--- config.mk ---
export PLATFORM = sky130hd
export DESIGN_NAME = mmu_xlate_pipe
export DESIGN_NICKNAME = d
export VERILOG_FILES = /design/src/rtl/mmu_xlate_pipe.sv
export SDC_FILE = /design/constraint.sdc
export NUM_CORES = 1
export LEC_CHECK = 0
export ABC_AREA = 0
export ABC_CLOCK_PERIOD_IN_PS = 9900
export BUFFER_PORTS_ARGS = -buffer_cell sky130_fd_sc_hd__buf_2
export CAP_MARGIN = 40
export CORE_UTILIZATION = 60
export CTS_BUF_LIST = sky130_fd_sc_hd__clkbuf_8
export DETAILED_ROUTE_END_ITERATION = 8
export PLACE_DENSITY = 0.95
export SLEW_MARGIN = 0
export SYNTH_ARGS = -nofsm -noshare
export SYNTH_HDL_FRONTEND = slang
export SYNTH_SLANG_ARGS = --single-unit
--- constraint.sdc ---
create_clock -name clk -period 9.9 [get_ports clk]
set_clock_uncertainty 0.1 [all_clocks]
set_input_delay 0.99 -clock clk [delete_from_list [all_inputs] [get_ports clk]]
set_output_delay 0.99 -clock clk [all_outputs]
set_load 0.005 [all_outputs]
--- src/rtl/mmu_xlate_pipe.sv ---
// Registered region-table address translator with independent fetch and data channels.
// Optional MMU_FAULT_EN adds per-region write protection and the dm_o_fault output.
module mmu_xlate_pipe #(
  parameter int unsigned ADDR_W = 32,
  parameter int unsigned TAG_W  = 4,
  parameter int unsigned NREG   = 4,
  localparam int unsigned IDX_W = (NREG > 1) ? $clog2(NREG) : 1
) (
  input  logic              clk,
  input  logic              rst,
  input  logic              cfg_we,
  input  logic [IDX_W-1:0]  cfg_idx,
  input  logic [TAG_W-1:0]  cfg_lo,
  input  logic [TAG_W-1:0]  cfg_hi,
  input  logic [TAG_W-1:0]  cfg_sub,
  input  logic              cfg_peri,
  input  logic              cfg_en,
  input  logic              cfg_wp,
  input  logic              if_valid,
  output logic              if_ready,
  input  logic [ADDR_W-1:0] if_addr,
  output logic              if_o_valid,
  input  logic              if_o_ready,
  output logic [ADDR_W-1:0] if_o_addr,
  output logic              if_o_peri,
  input  logic              dm_valid,
  output logic              dm_ready,
  input  logic [ADDR_W-1:0] dm_addr,
  input  logic              dm_we,
  output logic              dm_o_valid,
  input  logic              dm_o_ready,
  output logic [ADDR_W-1:0] dm_o_addr,
  output logic              dm_o_peri,
  output logic              dm_o_we
`ifdef MMU_FAULT_EN
  ,
  output logic              dm_o_fault
`endif
);

  localparam int unsigned LOW_W = ADDR_W - TAG_W;

  logic [TAG_W-1:0] tbl_lo  [NREG];
  logic [TAG_W-1:0] tbl_hi  [NREG];
  logic [TAG_W-1:0] tbl_sub [NREG];
  logic [NREG-1:0]  tbl_peri;
  logic [NREG-1:0]  tbl_en;
`ifdef MMU_FAULT_EN
  logic [NREG-1:0]  tbl_wp;
`else
  logic             unused_wp;
  assign unused_wp = cfg_wp;
`endif

  // Region table; entry 0 resets to the legacy peripheral window
  always_ff @(posedge clk or negedge rst) begin
    if (!rst) begin
      for (int k = 0; k < NREG; k++) begin
        tbl_lo[k]   <= (k == 0) ? TAG_W'(4) : '0;
        tbl_hi[k]   <= (k == 0) ? {TAG_W{1'b1}} : '0;
        tbl_sub[k]  <= (k == 0) ? TAG_W'(4) : '0;
        tbl_peri[k] <= (k == 0);
        tbl_en[k]   <= (k == 0);
`ifdef MMU_FAULT_EN
        tbl_wp[k]   <= 1'b0;
`endif
      end
    end else if (cfg_we && (32'(cfg_idx) < NREG)) begin
      tbl_lo[cfg_idx]   <= cfg_lo;
      tbl_hi[cfg_idx]   <= cfg_hi;
      tbl_sub[cfg_idx]  <= cfg_sub;
      tbl_peri[cfg_idx] <= cfg_peri;
      tbl_en[cfg_idx]   <= cfg_en;
`ifdef MMU_FAULT_EN
      tbl_wp[cfg_idx]   <= cfg_wp;
`endif
    end
  end

  logic [TAG_W-1:0]  if_tag, dm_tag;
  logic [TAG_W-1:0]  if_sub, dm_sub;
  logic              if_hit, dm_hit;
  logic              if_peri, dm_peri;
  logic              dm_wp;
  logic [ADDR_W-1:0] if_xaddr, dm_xaddr;

  assign if_tag = if_addr[ADDR_W-1 -: TAG_W];
  assign dm_tag = dm_addr[ADDR_W-1 -: TAG_W];

  // Priority match: scanning downward leaves the lowest-index hit selected
  always_comb begin
    if_hit  = 1'b0;
    if_sub  = '0;
    if_peri = 1'b0;
    dm_hit  = 1'b0;
    dm_sub  = '0;
    dm_peri = 1'b0;
    dm_wp   = 1'b0;
    for (int k = int'(NREG) - 1; k >= 0; k--) begin
      if (tbl_en[k] && (if_tag >= tbl_lo[k]) && (if_tag <= tbl_hi[k])) begin
        if_hit  = 1'b1;
        if_sub  = tbl_sub[k];
        if_peri = tbl_peri[k];
      end
      if (tbl_en[k] && (dm_tag >= tbl_lo[k]) && (dm_tag <= tbl_hi[k])) begin
        dm_hit  = 1'b1;
        dm_sub  = tbl_sub[k];
        dm_peri = tbl_peri[k];
`ifdef MMU_FAULT_EN
        dm_wp   = tbl_wp[k];
`endif
      end
    end
  end

  assign if_xaddr = if_hit ? {TAG_W'(if_tag - if_sub), if_addr[LOW_W-1:0]} : if_addr;
  assign dm_xaddr = dm_hit ? {TAG_W'(dm_tag - dm_sub), dm_addr[LOW_W-1:0]} : dm_addr;

  assign if_ready = !if_o_valid || if_o_ready;
  assign dm_ready = !dm_o_valid || dm_o_ready;

  // Fetch result register
  always_ff @(posedge clk or negedge rst) begin
    if (!rst) begin
      if_o_valid <= 1'b0;
      if_o_addr  <= '0;
      if_o_peri  <= 1'b0;
    end else if (if_ready) begin
      if_o_valid <= if_valid;
      if (if_valid) begin
        if_o_addr <= if_xaddr;
        if_o_peri <= if_hit && if_peri;
      end
    end
  end

  // Data result register
  always_ff @(posedge clk or negedge rst) begin
    if (!rst) begin
      dm_o_valid <= 1'b0;
      dm_o_addr  <= '0;
      dm_o_peri  <= 1'b0;
      dm_o_we    <= 1'b0;
`ifdef MMU_FAULT_EN
      dm_o_fault <= 1'b0;
`endif
    end else if (dm_ready) begin
      dm_o_valid <= dm_valid;
      if (dm_valid) begin
        dm_o_addr <= dm_xaddr;
        dm_o_peri <= dm_hit && dm_peri;
        dm_o_we   <= dm_we;
`ifdef MMU_FAULT_EN
        dm_o_fault <= dm_we && dm_hit && dm_wp;
`endif
      end
    end
  end

`ifndef MMU_FAULT_EN
  logic unused_dm_wp;
  assign unused_dm_wp = dm_wp;
`endif

endmodule
# Word level (Yosys, flattened, before mapping)
# Cells that the tools add are included.
[classes]
n_addsub = 2
order_cmp = 20
n_mux = 35
bitwise_logic = 1
reduce_logical = 26
[ops]
columns = ["operator", "count"]
rows = [
  ["$mux 32", 2],
  ["$bwmux 16", 3],
  ["$mux 4", 9],
  ["$ge 4x4->1", 8],
  ["$le 4x4->1", 8],
  ["$logic_and 1x1->1", 20],
  ["$mux 1", 17],
  ["$bwmux 4", 2],
  ["$demux 4 s2", 1],
  ["$sub 4x4->4", 2],
  ["$reduce_and 2->1", 2],
  ["$ge 3x3->1 const B", 1],
  ["$lt 2x3->1 const B", 1],
  ["$lt 3x1->1 const B", 1],
  ["$not 2->3", 1],
  ["$demux 1 s2", 1],
  ["$ge 2x1->1 const B", 1],
  ["$logic_not 1->1", 2],
  ["$logic_or 1x1->1", 2],
]
[totals]
ff_bits = 125
in_bits = 89

# Logic depth before layout (Yosys ltp)
# Gate-level depths: netlist (run 1).
[logic_depth]
ltp_word = 9
ltp_mapped = 18
ltp_nobuf = 18

# Worst setup path after synthesis (run 1)
# No wires, ideal clock.
[synth_timing]
path_type = "input -> register"
from = "input port if_addr[28]"
to = "register if_o_addr[31]"
arrival_time_ns = 4.180
required_time_ns = 9.735
path_slack_ns = 5.555
stages = 17
path_cell_list = "inv_1 ha_1 nand2b_1 a2111oi_2 a211oi_4 nor2_1 and3_4 clkbuf_1 or2_2 ha_1 nor2b_1 o21ai_0 nand2_1 or3_1 a211o_1 o2111a_1 nand2_1"
[synth_between]
elab_chain_cells = 9
elab_cells_between_ends = 26
classes_between = "add/sub: 1; order compare: 8; mux: 9; reduce/logical: 8"
[synth_lines]
columns = ["item", "line", "rtl"]
rows = [
  ["from (decl)", "21", "input logic [ADDR_W-1:0] if_addr,"],
  ["$ge 4x4->1", "100", "if (tbl_en[k] && (if_tag >= tbl_lo[k]) && (if_tag <= tbl_hi[k])) begin"],
  ["$logic_and 1x1->1 (2 in a row)", "100", ""],
  ["$mux 4 (4 in a row)", "100", ""],
  ["$sub 4x4->4", "116", "assign if_xaddr = if_hit ? {TAG_W'(if_tag - if_sub), if_addr[LOW_W-1:0]} : if_addr;"],
  ["$mux 32 (*)", "116", ""],
  ["to (signal assigned)", "131", "if_o_addr <= if_xaddr;"],
  ["to (decl)", "24", "output logic [ADDR_W-1:0] if_o_addr,"],
]
# Mark *: on every way between the ends. The rest lies on a longest branch, timed or not.
# A chain may end at the register's enable or synchronous reset.

# Worst setup path after layout (run 1)
[layout_timing]
from = "input port dm_addr[28]"
to = "register dm_o_addr[31]"
[layout_between]
elab_chain_cells = 9
elab_cells_between_ends = 26
classes_between = "add/sub: 1; order compare: 8; mux: 9; reduce/logical: 8"
[layout_lines]
columns = ["item", "line", "rtl"]
rows = [
  ["from (decl)", "28", "input logic [ADDR_W-1:0] dm_addr,"],
  ["$ge 4x4->1", "105", "if (tbl_en[k] && (dm_tag >= tbl_lo[k]) && (dm_tag <= tbl_hi[k])) begin"],
  ["$logic_and 1x1->1 (2 in a row)", "105", ""],
  ["$mux 4 (4 in a row)", "105", ""],
  ["$sub 4x4->4", "117", "assign dm_xaddr = dm_hit ? {TAG_W'(dm_tag - dm_sub), dm_addr[LOW_W-1:0]} : dm_addr;"],
  ["$mux 32 (*)", "117", ""],
  ["to (signal assigned)", "150", "dm_o_addr <= dm_xaddr;"],
  ["to (decl)", "32", "output logic [ADDR_W-1:0] dm_o_addr,"],
]
# Marked as above.

==> results by group, run 1 <==
Status
  • Status: complete, no violations

Clock network
  • Hold Buf Count CTS: 0
  • Clock Sinks: about 130
  • Maximum buffer depth of the clock tree: 2
  • Clock Tree Root: clkbuf_8
  • TritonCTS buffer count: 17
  • CTS resizes: 0
  • Clock Latency Late Sink: around 0.45 ns
  • H-tree levels: 4
  • # Post-CTS Setup Buffers: 0
  • CTS tree: done
  • Register clock-pin slew on the reported worst setup and hold paths: 0.07 ns

Timing
  • Setup-failing EPs final: 0
  • Headroom to the max-slew limit: approximately 41%
  • RSZ-0062 raised after global routing: false
  • Hold Fails Final Rpt: 0
  • Crit share post-route: roughly half
  • Tightest Pin Transition: between 0.8 and 0.9 ns
  • Pins over their slew limit: 0
  • Tmin final: about 4.8 ns
  • Fmax: around 210 MHz
  • Setup ws final: just over 5 ns
  • Setup TNS: 0 ns

Worst setup path
  • Worst Setup End Kind: flip-flop
  • WP buf/inv: 3
  • Crit path max-delay family: compound AO/OA/AOI/OAI gates
  • CP Cell Sequence: buf_2 > inv_1 > ha_1 > nand2b_1 > a2111oi_0 > or3_1 > nor2_1 > a311oi_1 > nor2_1 > a22o_1 > inv_1 > ha_1 > nor2b_1 > o21ai_0 > nand2b_1 > xnor2_1 > a221o_1 > nand3_1
  • Slowest CP cell: a311oi_1
  • Critical path class: in2reg
  • Crit start category: input port
  • Crit path required time: a little over 10 ns
  • Worst path arrival time: between 5 and 6 ns
  • CP max FO: 10
  • Slowest cell delay on critical path: 0.45 ns

Run
  • Max-cap violations: 0

Hold path
  • HP Class: reg2reg

Logic synthesis
  • Synth Cell Area: just under 7000 sq um
  • FF+latch count, synth: between 100 and 150
  • Sequential cell area fraction in the yosys report: a little under half
  • Total number of yosys warnings: 0
  • Syn Nets: 724
  • Synth top area share: 43.0%
  • Syn avg cell area: 12.1 sq um
  • Synth area leaders: dfrtp_1, mux2_2, ha_1
  • Post-synth ARST share: 100%
  • Primary FF master, synth: dfrtp_1
  • Post-synth EDFFs: 0
  • Cell taking the most area after synthesis: dfrtp_1
  • Cells after synthesis: approximately 560
  • Post-synth cell types: 58

Drt
  • Drt first pass iters: 5
  • Vias/cell: around 6.4
  • Routed Wire Length: approximately 20 mm
  • Starting DRT DRC Count: ~460
  • # DRC: 0
  • Drt wl/cell: around 22 microns
  • Via count: 5,610
  • DRT antenna net count: 0

Placed design
  • Placed Cells: 852
  • Detailed Place HPWL: approximately 13 mm
  • Dpl ws: roughly 4.9 ns
  • GP Congestion: 0.886
  • Port bufs: 158

Final layout
  • Layout cells sized above 1: approximately 43%
  • Fin cells: ~900
  • Fillers: approximately 630
  • Fin util: between 70% and 80%
  • Area delta synth->final: 20.0%
  • # diodes: 0
  • NumNets Final: between 800 and 900

Power
  • VDD IR max: 132 uV
  • Leak: 3.91 nW
  • Pwr dens: 208 nW/um^2
  • Total power: 1.70 mW

Floorplan
  • Top Ports: 160
  • Die Width: 109 microns
  • Die Y: between 100 and 150 microns
  • Initial Util: between 60 and 70%
  • Core Footprint: between 10,000 and 15,000 sq um
  • Num rows: 38
  • Die area: roughly 12,000 sq um

Global route
  • Grt total ovfl: 0
  • Largest net degree at the start of global routing: between 60 and 70
  • Vias in the first global route: just over 6,000
  • Initial antenna violation count: 0
  • Total GRT Usage: between 30% and 40%
  • Global-route wire length before repair: between 30 and 40 mm
## power by group
| part | total [mW] | switching [mW] | internal, mW |
|---|---|---|---|
| Combinational | 0.555 | 0.304 | 0.250 |
| Clock | 0.475 | 0.206 | 0.269 |
| Sequential | 0.674 | 0.0641 | 0.610 |
| Total | 1.70 | 0.574 | 1.13 |
## worst register-to-register path, cell delays in order (launching register included)
cell      delay [ns]
dfrtp_1         0.34
inv_1           0.06
ha_1            0.33
a21oi_1         0.19
nand3_1         0.17
a221oi_4        0.54
mux2_2          0.42
mux2i_1         0.14
nor2_1          0.07
a21oi_1         0.21
or2_2           0.16
ha_1            0.21
nor2b_1         0.12
o21ai_0         0.27
nand2_1         0.15
or3_1           0.33
a211o_1         0.29
o2111a_1        0.12
nand2_1         0.06
## state kept, by name, summed over array words and instances, names as in the netlist
| name | cells |
|---|---|
| if_o_addr | 32 |
| dm_o_peri | 1 |
| if_o_peri | 1 |
| tbl_lo | 16 |
| tbl_hi | 16 |
| tbl_peri | 4 |
| dm_o_addr | 32 |
| dm_o_valid | 1 |
| dm_o_we | 1 |
| tbl_sub | 16 |
| if_o_valid | 1 |
| tbl_en | 4 |
## synth_stat cells (3+ instances only)
cell and number:
dfrtp_1 117, o21ai_1 4, a21oi_1 20, clkbuf_1 12
nand4_1 4, mux2i_1 9, nand2b_1 12, nand3_1 10
or3_1 3, inv_1 38, mux2_2 112, o21ai_0 25
nand2_1 25, o21a_1 6, nor3_1 3, dfstp_2 8
nor2_1 16, ha_1 70, nor2b_1 6, a211oi_1 10
## cell families (layout without fill, tap and decap cells)
family,Yosys count,after routing,share of synthesized area (%)
compound gates,92,92,9.62
xor+xnor,4,4,0.514
fa+ha+maj,72,72,13.4
buf+inv,52,231,2.86
flops,125,125,46.0
mux,121,121,19.8
simple gates,97,97,7.69
## through the flow
step	hold WS (ns)	cell area, sq um
after global routing	0.415	8180
after global placement	0.365	7770
after CTS	0.406	8180
after floorplan	0.373	6820
final	0.404	8180
after detailed placement	0.380	7770
## routing by layer
layer | global-route usage (%) | vias up | part of all wire, % | wire (microns)
met1 | 37.8 | 2735 | 35 | 6840
met2 | 60.4 | 381 | 52 | 10200
met5 | 0 | - | 0 | 0
met3 | 10.2 | 121 | 7.8 | 1550
li1 | - | 2373 | - | -
met4 | 22.7 | 0 | 5.7 | 1130
## area by class of cell
type | instances | area (sq um) | share of cell area, %
multi-input combinational | 386 | 3490 | 42.6
sequential | 125 | 3140 | 38.4
tap | 140 | 175 | 2.14
clock inverter | 13 | 176 | 2.16
timing repair buffer | 163 | 828 | 10.1
inverter | 38 | 143 | 1.74
clock buffer | 17 | 234 | 2.86
## cells in the final DEF (no fill, tap or decap), types with 3 or more instances in the layout
cell type	n
buf_2	158
dfrtp_1	117
mux2_2	112
ha_1	70
inv_1	39
o21ai_0	25
nand2_1	25
a21oi_1	20
clkbuf_8	17
nor2_1	16
nand2b_1	12
a211oi_1	10
nand3_1	10
mux2i_1	9
dfstp_2	8
nor2b_1	6
o21a_1	6
buf_4	5
o21ai_1	4
nand4_1	4
bufinv_16	4
clkinv_2	4
or3_1	3
nor3_1	3
## final timing paths
| kind | from | slack, ns | to | depth (start not counted) |
|---|---|---|---|---|
| min in group asynchronous | rst | 0.51 | tbl_sub[4]$_DFFE_PN0P_ | 1 |
| worst max-delay path | dm_addr[28] | 5.11 | dm_o_addr[31]$_DFFE_PN0P_ | 18 |
| max in group asynchronous | rst | 7.87 | dm_o_addr[4]$_DFFE_PN0P_ | 2 |
| worst min-delay path | if_o_addr[21]$_DFFE_PN0P_ | 0.40 | if_o_addr[21]$_DFFE_PN0P_ | 1 |
| worst min register to register | if_o_addr[21]$_DFFE_PN0P_ | 0.40 | if_o_addr[21]$_DFFE_PN0P_ | 1 |
| worst max register to register | tbl_hi[7]$_DFFE_PN0P_ | 5.57 | if_o_addr[31]$_DFFE_PN0P_ | 18 |
Note: power is estimated with default switching activity, not from simulation.
==> inputs of run 2 (changes only) <==
--- a/config.mk
+++ b/config.mk
@@ -5,14 +5,14 @@
 export SDC_FILE = /design/constraint.sdc
 export NUM_CORES = 1
 export LEC_CHECK = 0
-export ABC_AREA = 0
-export ABC_CLOCK_PERIOD_IN_PS = 9900
+export ABC_AREA = 1
+export ABC_CLOCK_PERIOD_IN_PS = 4600
 export BUFFER_PORTS_ARGS = -buffer_cell sky130_fd_sc_hd__buf_2
 export CAP_MARGIN = 40
-export CORE_UTILIZATION = 60
+export CORE_UTILIZATION = 56
 export CTS_BUF_LIST = sky130_fd_sc_hd__clkbuf_8
 export DETAILED_ROUTE_END_ITERATION = 8
-export PLACE_DENSITY = 0.95
+export PLACE_DENSITY = 0.91
 export SLEW_MARGIN = 0
 export SYNTH_ARGS = -nofsm -noshare
 export SYNTH_HDL_FRONTEND = slang
==> constraint.sdc (replaced) <==
create_clock -name clk -period 4.6 [get_ports clk]
set_clock_uncertainty 0.1 [all_clocks]
set_input_delay 0.46 -clock clk [delete_from_list [all_inputs] [get_ports clk]]
set_output_delay 0.46 -clock clk [all_outputs]
set_load 0.005 [all_outputs]
==> run 2 against run 1 <==
Highest routed layer unchanged. Largest cell class unchanged. Clock power rose by 120%. Clock-buffer cell count rose by 1. Area after synthesis rose by 1.9%. Cell count rose by 36%. Combinational power rose by 80%. Via count rose by 14%. Synthesized cell count rose by 51%. Non-clock buffer count rose by 5. Critical path type is now reg2reg.
==> results by group, run 2 <==
Status
  • Status: complete, no violations

Power
  • Pwr dens: 412 nW/um^2 (+98%)
  • Sw frac: 34.1% (+0.38 points)
  • VDD IR max: 257 uV (+95%)
  • Clock power share: 30.4% (+2.5 points)
  • Leak: 4.78 nW (+22%)
  • Int Pwr: 2.28 mW (+100%)
  • Psw: 1.18 mW (+110%)
  • Combinational fraction of design power: 29.0% (-3.6 points)
  • Seq pwr share: 40.6% (+1.0 points)

Timing
  • Pins over their slew limit: 0 (unchanged)
  • Setup TNS: 0 ns (unchanged)
  • Crit share post-route: 73.3%
  • Tightest Pin Transition: 0.827 ns (-0.0488 ns)
  • Hold Fails Final Rpt: 0 (unchanged)
  • Setup ws final: 1.23 ns (-3.88 ns)
  • RSZ-0062 raised after global routing: false
  • Setup-failing EPs final: 0 (unchanged)
  • Headroom to the max-slew limit: 44.8% (+3.4 points)
  • Fmax: just under 300 MHz
  • Tmin final: 3.37 ns

Global route
  • Initial antenna violation count: 0 (unchanged)
  • Largest net degree at the start of global routing: 56 (-14%)
  • Global-route wire length before repair: 29.3 mm (-4.4%)
  • Total GRT Usage: 29.7% (-5.5 points)
  • Grt total ovfl: 0 (unchanged)
  • Vias in the first global route: 6,270 (+2.7%)

Clock network
  • Register clock-pin slew on the reported worst setup and hold paths: 0.08 ns (about the same)
  • # Post-CTS Setup Buffers: 0 (unchanged)
  • Maximum buffer depth of the clock tree: 2 (unchanged)
  • H-tree levels: 4 (unchanged)
  • TritonCTS buffer count: 17 (unchanged)
  • CTS resizes: 0 (unchanged)
  • Clock Sinks: 125 (unchanged)
  • Clock Latency Late Sink: 0.46 ns (about the same)
  • Clock Tree Root: clkbuf_8
  • CTS tree: done

Logic synthesis
  • Top-count cell post-synth: nand2_1
  • Synth area leaders: dfrtp_1, nand2_1, ha_1
  • Largest family of logic cells by synthesized area: simple AND/OR/NAND/NOR gates
  • Syn avg cell area: 8.16 sq um (-33%)
  • Simple-gate share of the synthesized area: 24.1% (+16 points)
  • Syn Nets: 1,012 (+40%)
  • Primary FF master, synth: dfrtp_1
  • FF+latch count, synth: 125 (unchanged)
  • Sequential cell area fraction in the yosys report: 45.2% (-0.85 points)
  • Mux contribution to synthesized area: 0% (-20 points)
  • Post-synth cell types: 35 (-40%)
  • Most instantiated cells after synthesis: nand2_1, dfrtp_1, inv_1, ha_1, o21ai_0
  • Total number of yosys warnings: 0 (unchanged)
  • Post-synth ARST share: 100% (unchanged)
  • Post-synthesis compound-gate area fraction: 9.98% (+0.36 points)
  • Cells after synthesis: 851 (+51%)
  • Post-synth EDFFs: 0 (unchanged)
  • Xor/xnor share of the synthesized area: 0.252% (-0.26 points)
  • Synth top area share: 42.2% (-0.79 points)
  • Cell taking the most area after synthesis: dfrtp_1
  • Adder-cell share of the synthesized area: 13.2% (-0.25 points)
  • Synth Cell Area: 6940 sq um (+1.9%)

Worst setup path
  • R2R cell count: 18 (unchanged)
  • RR Endpoint: if_o_addr[31]$_DFFE_PN0P_
  • Crit start category: flip-flop
  • Slowest CP cell: nand4_1
  • Critical path class: reg2reg
  • End of the critical path: if_o_addr[31]$_DFFE_PN0P_
  • CP max FO: 11 (+1)
  • Worst path arrival time: 3.63 ns (-1.39 ns)
  • Flop2flop setup slack: 1.23 ns (-4.34 ns)
  • Most used cell, CP: nand3_1
  • Crit path required time: 4.86 ns (-5.27 ns)
  • CP startpoint: tbl_lo[9]$_DFFE_PN0P_
  • Worst Setup End Kind: flip-flop
  • CP Cell Sequence: inv_1 > ha_1 > inv_2 > nor2_1 > o21ai_1 > nand3_1 > nand3_2 > nand4_1 > inv_2 > a211oi_2 > inv_1 > ha_1 > a31oi_1 > nand3_1 > nand3_1 > nand2_1 > nand3_1 > nand2_1
  • Slowest cell delay on critical path: 0.43 ns (-0.02 ns)
  • Worst R2R Start: tbl_lo[9]$_DFFE_PN0P_

Final layout
  • Fillers: 895 (+41%)
  • FF/Latch Area: 3140 sq um (unchanged)
  • Multi-input logic area: 3300 sq um (-5.3%)
  • Commonest non-fill, non-tap cells in the layout: nand2_1, buf_2, dfrtp_1
  • Fin util: 69.6% (-5.2 points)
  • Most common cell after layout, fill and taps aside: nand2_1
  • Top flop regs: dm_o_addr x32, if_o_addr x32
  • # diodes: 0 (unchanged)
  • Fin cells: 1,196 (+36%)
  • Layout cells sized above 1: 22.7% (-21 points)
  • Area delta synth->final: 20.9%
  • NumNets Final: 1,176 (+32%)
  • Final Cell Area: 8390 sq um (+2.6%)

Hold path
  • HP Class: in2reg

Drt
  • Routed Wire Length: 18.0 mm (-8.7%)
  • Vias/cell: 5.35 (-16%)
  • DRT antenna net count: 0 (unchanged)
  • Drt first pass iters: 5 (unchanged)
  • Starting DRT DRC Count: 447 (-2.0%)
  • Drt wl/cell: 15.1 microns (-33%)
  • # DRC: 0 (unchanged)
  • Via count: 6,404 (+14%)

Floorplan
  • Core Footprint: 12,100 sq um (+10%)
  • Die Width: 113 microns (+4.4%)
  • Die Y: 113 microns (+4.4%)
  • Top Ports: 160 (unchanged)
  • Die area: 12,800 sq um (+9.0%)
  • Initial Util: 57.6% (-4.8 points)
  • Num rows: 40 (+5.3%)

Placed design
  • Detailed Place HPWL: 12.8 mm (-3.5%)
  • GP Congestion: 0.906 (+2.3%)
  • Port bufs: 158 (unchanged)
  • Dpl cell area: 7960 sq um (+2.4%)
  • Placed Cells: 1,163 (+37%)
  • Dpl ws: 0.910 ns (-3.95 ns)

Run
  • Max-cap violations: 0 (unchanged)
==> run 2: cell count changes after synthesis, sizes merged, moves of 8 or more <==
cell    previous run  this run
nand2             25       330
nor2              16         8
o21ai             29        83
inv               38       107
nand4              4        15
mux2             112         0
a211oi            12         1
nand3             10        41
nand2b            13         0
mux2i              9         0
==> run 2: cells by family (layout without fill, tap and decap cells) <==
family                     Yosys count  count (layout)
DFF                                125             125
and+or+nand+nor                    397             397
buffers and inverters              130             307
xor gates and xnor gates             2               2
AOI/OAI and AO/OA                  125             125
adders and majority gates           72              72
==> run 2: timing repair <==
action,CTS,global route
endpoints found under the setup margin,0,0
hold endpoints to repair,25,0
hold buffers,1,0
==> run 2: how the worst min path moves through the flow <==
| stage | from | endpoint | slack, ns | cells after the start |
|---|---|---|---|---|
| after global routing | dm_addr[5] | dm_o_addr[5]$_DFFE_PN0P_ | 0.09 | 3 |
| final | dm_we | dm_o_we$_DFFE_PN0P_ | 0.08 | 3 |
| after global placement | rst | if_o_addr[20]$_DFFE_PN0P_ | 0.31 | 1 |
| after CTS | dm_we | dm_o_we$_DFFE_PN0P_ | 0.07 | 3 |
| after detailed placement | rst | if_o_addr[20]$_DFFE_PN0P_ | 0.31 | 1 |
| after floorplan | rst | dm_o_addr[0]$_DFFE_PN0P_ | 0.06 | 0 |
==> run 2: critical path, delay by kind of cell, from the launching register on <==
kind                     cells  cell delay [ns]
adder cells (fa/ha/maj)      2             0.62
AND/OR/NAND/NOR              9             1.33
buffers and inverters        4             0.26
AO/OA/AOI/OAI                3             0.61
flip-flops                   1             0.35
==> run 2: metrics by stage <==
step	hold slack [ns]	total power, mW
6_report	0.0796	3.46
5_1_grt	0.0898	3.66
4_1_cts	0.0742	3.46
3_5_place_dp	0.311	2.40
3_3_place_gp	0.309	2.33
2_1_floorplan	0.0644	2.03
==> run 2: power groups by stage <==
stage / clock, mW / sequential (mW) / combinational [mW]
final: 1.05 / 1.40 / 1.00
after global routing: 1.10 / 1.42 / 1.14
after CTS: 1.06 / 1.40 / 1.00
after detailed placement: 0 / 1.41 / 0.987
after global placement: 0 / 1.41 / 0.919
after floorplan: 0 / 1.41 / 0.625
==> run 2: final cells by class <==
type                       instances  share of cell area (%)
tap                              168                    2.50
multi-input combinational        596                    39.4
sequential                       125                    37.4
inverter                         107                    4.88
clock inverter                    14                    2.13
timing repair buffer             168                    10.8
clock buffer                      18                    2.95
==> run 2: layer usage <==
| layer | up-vias | track usage, % | share of wire [%] |
|---|---|---|---|
| met5 | - | 0 | 0 |
| met4 | 0 | 14.1 | 3.1 |
| met3 | 56 | 6.27 | 6.4 |
| met2 | 241 | 50.3 | 50 |
| met1 | 3046 | 36.3 | 41 |
| li1 | 3061 | - | - |
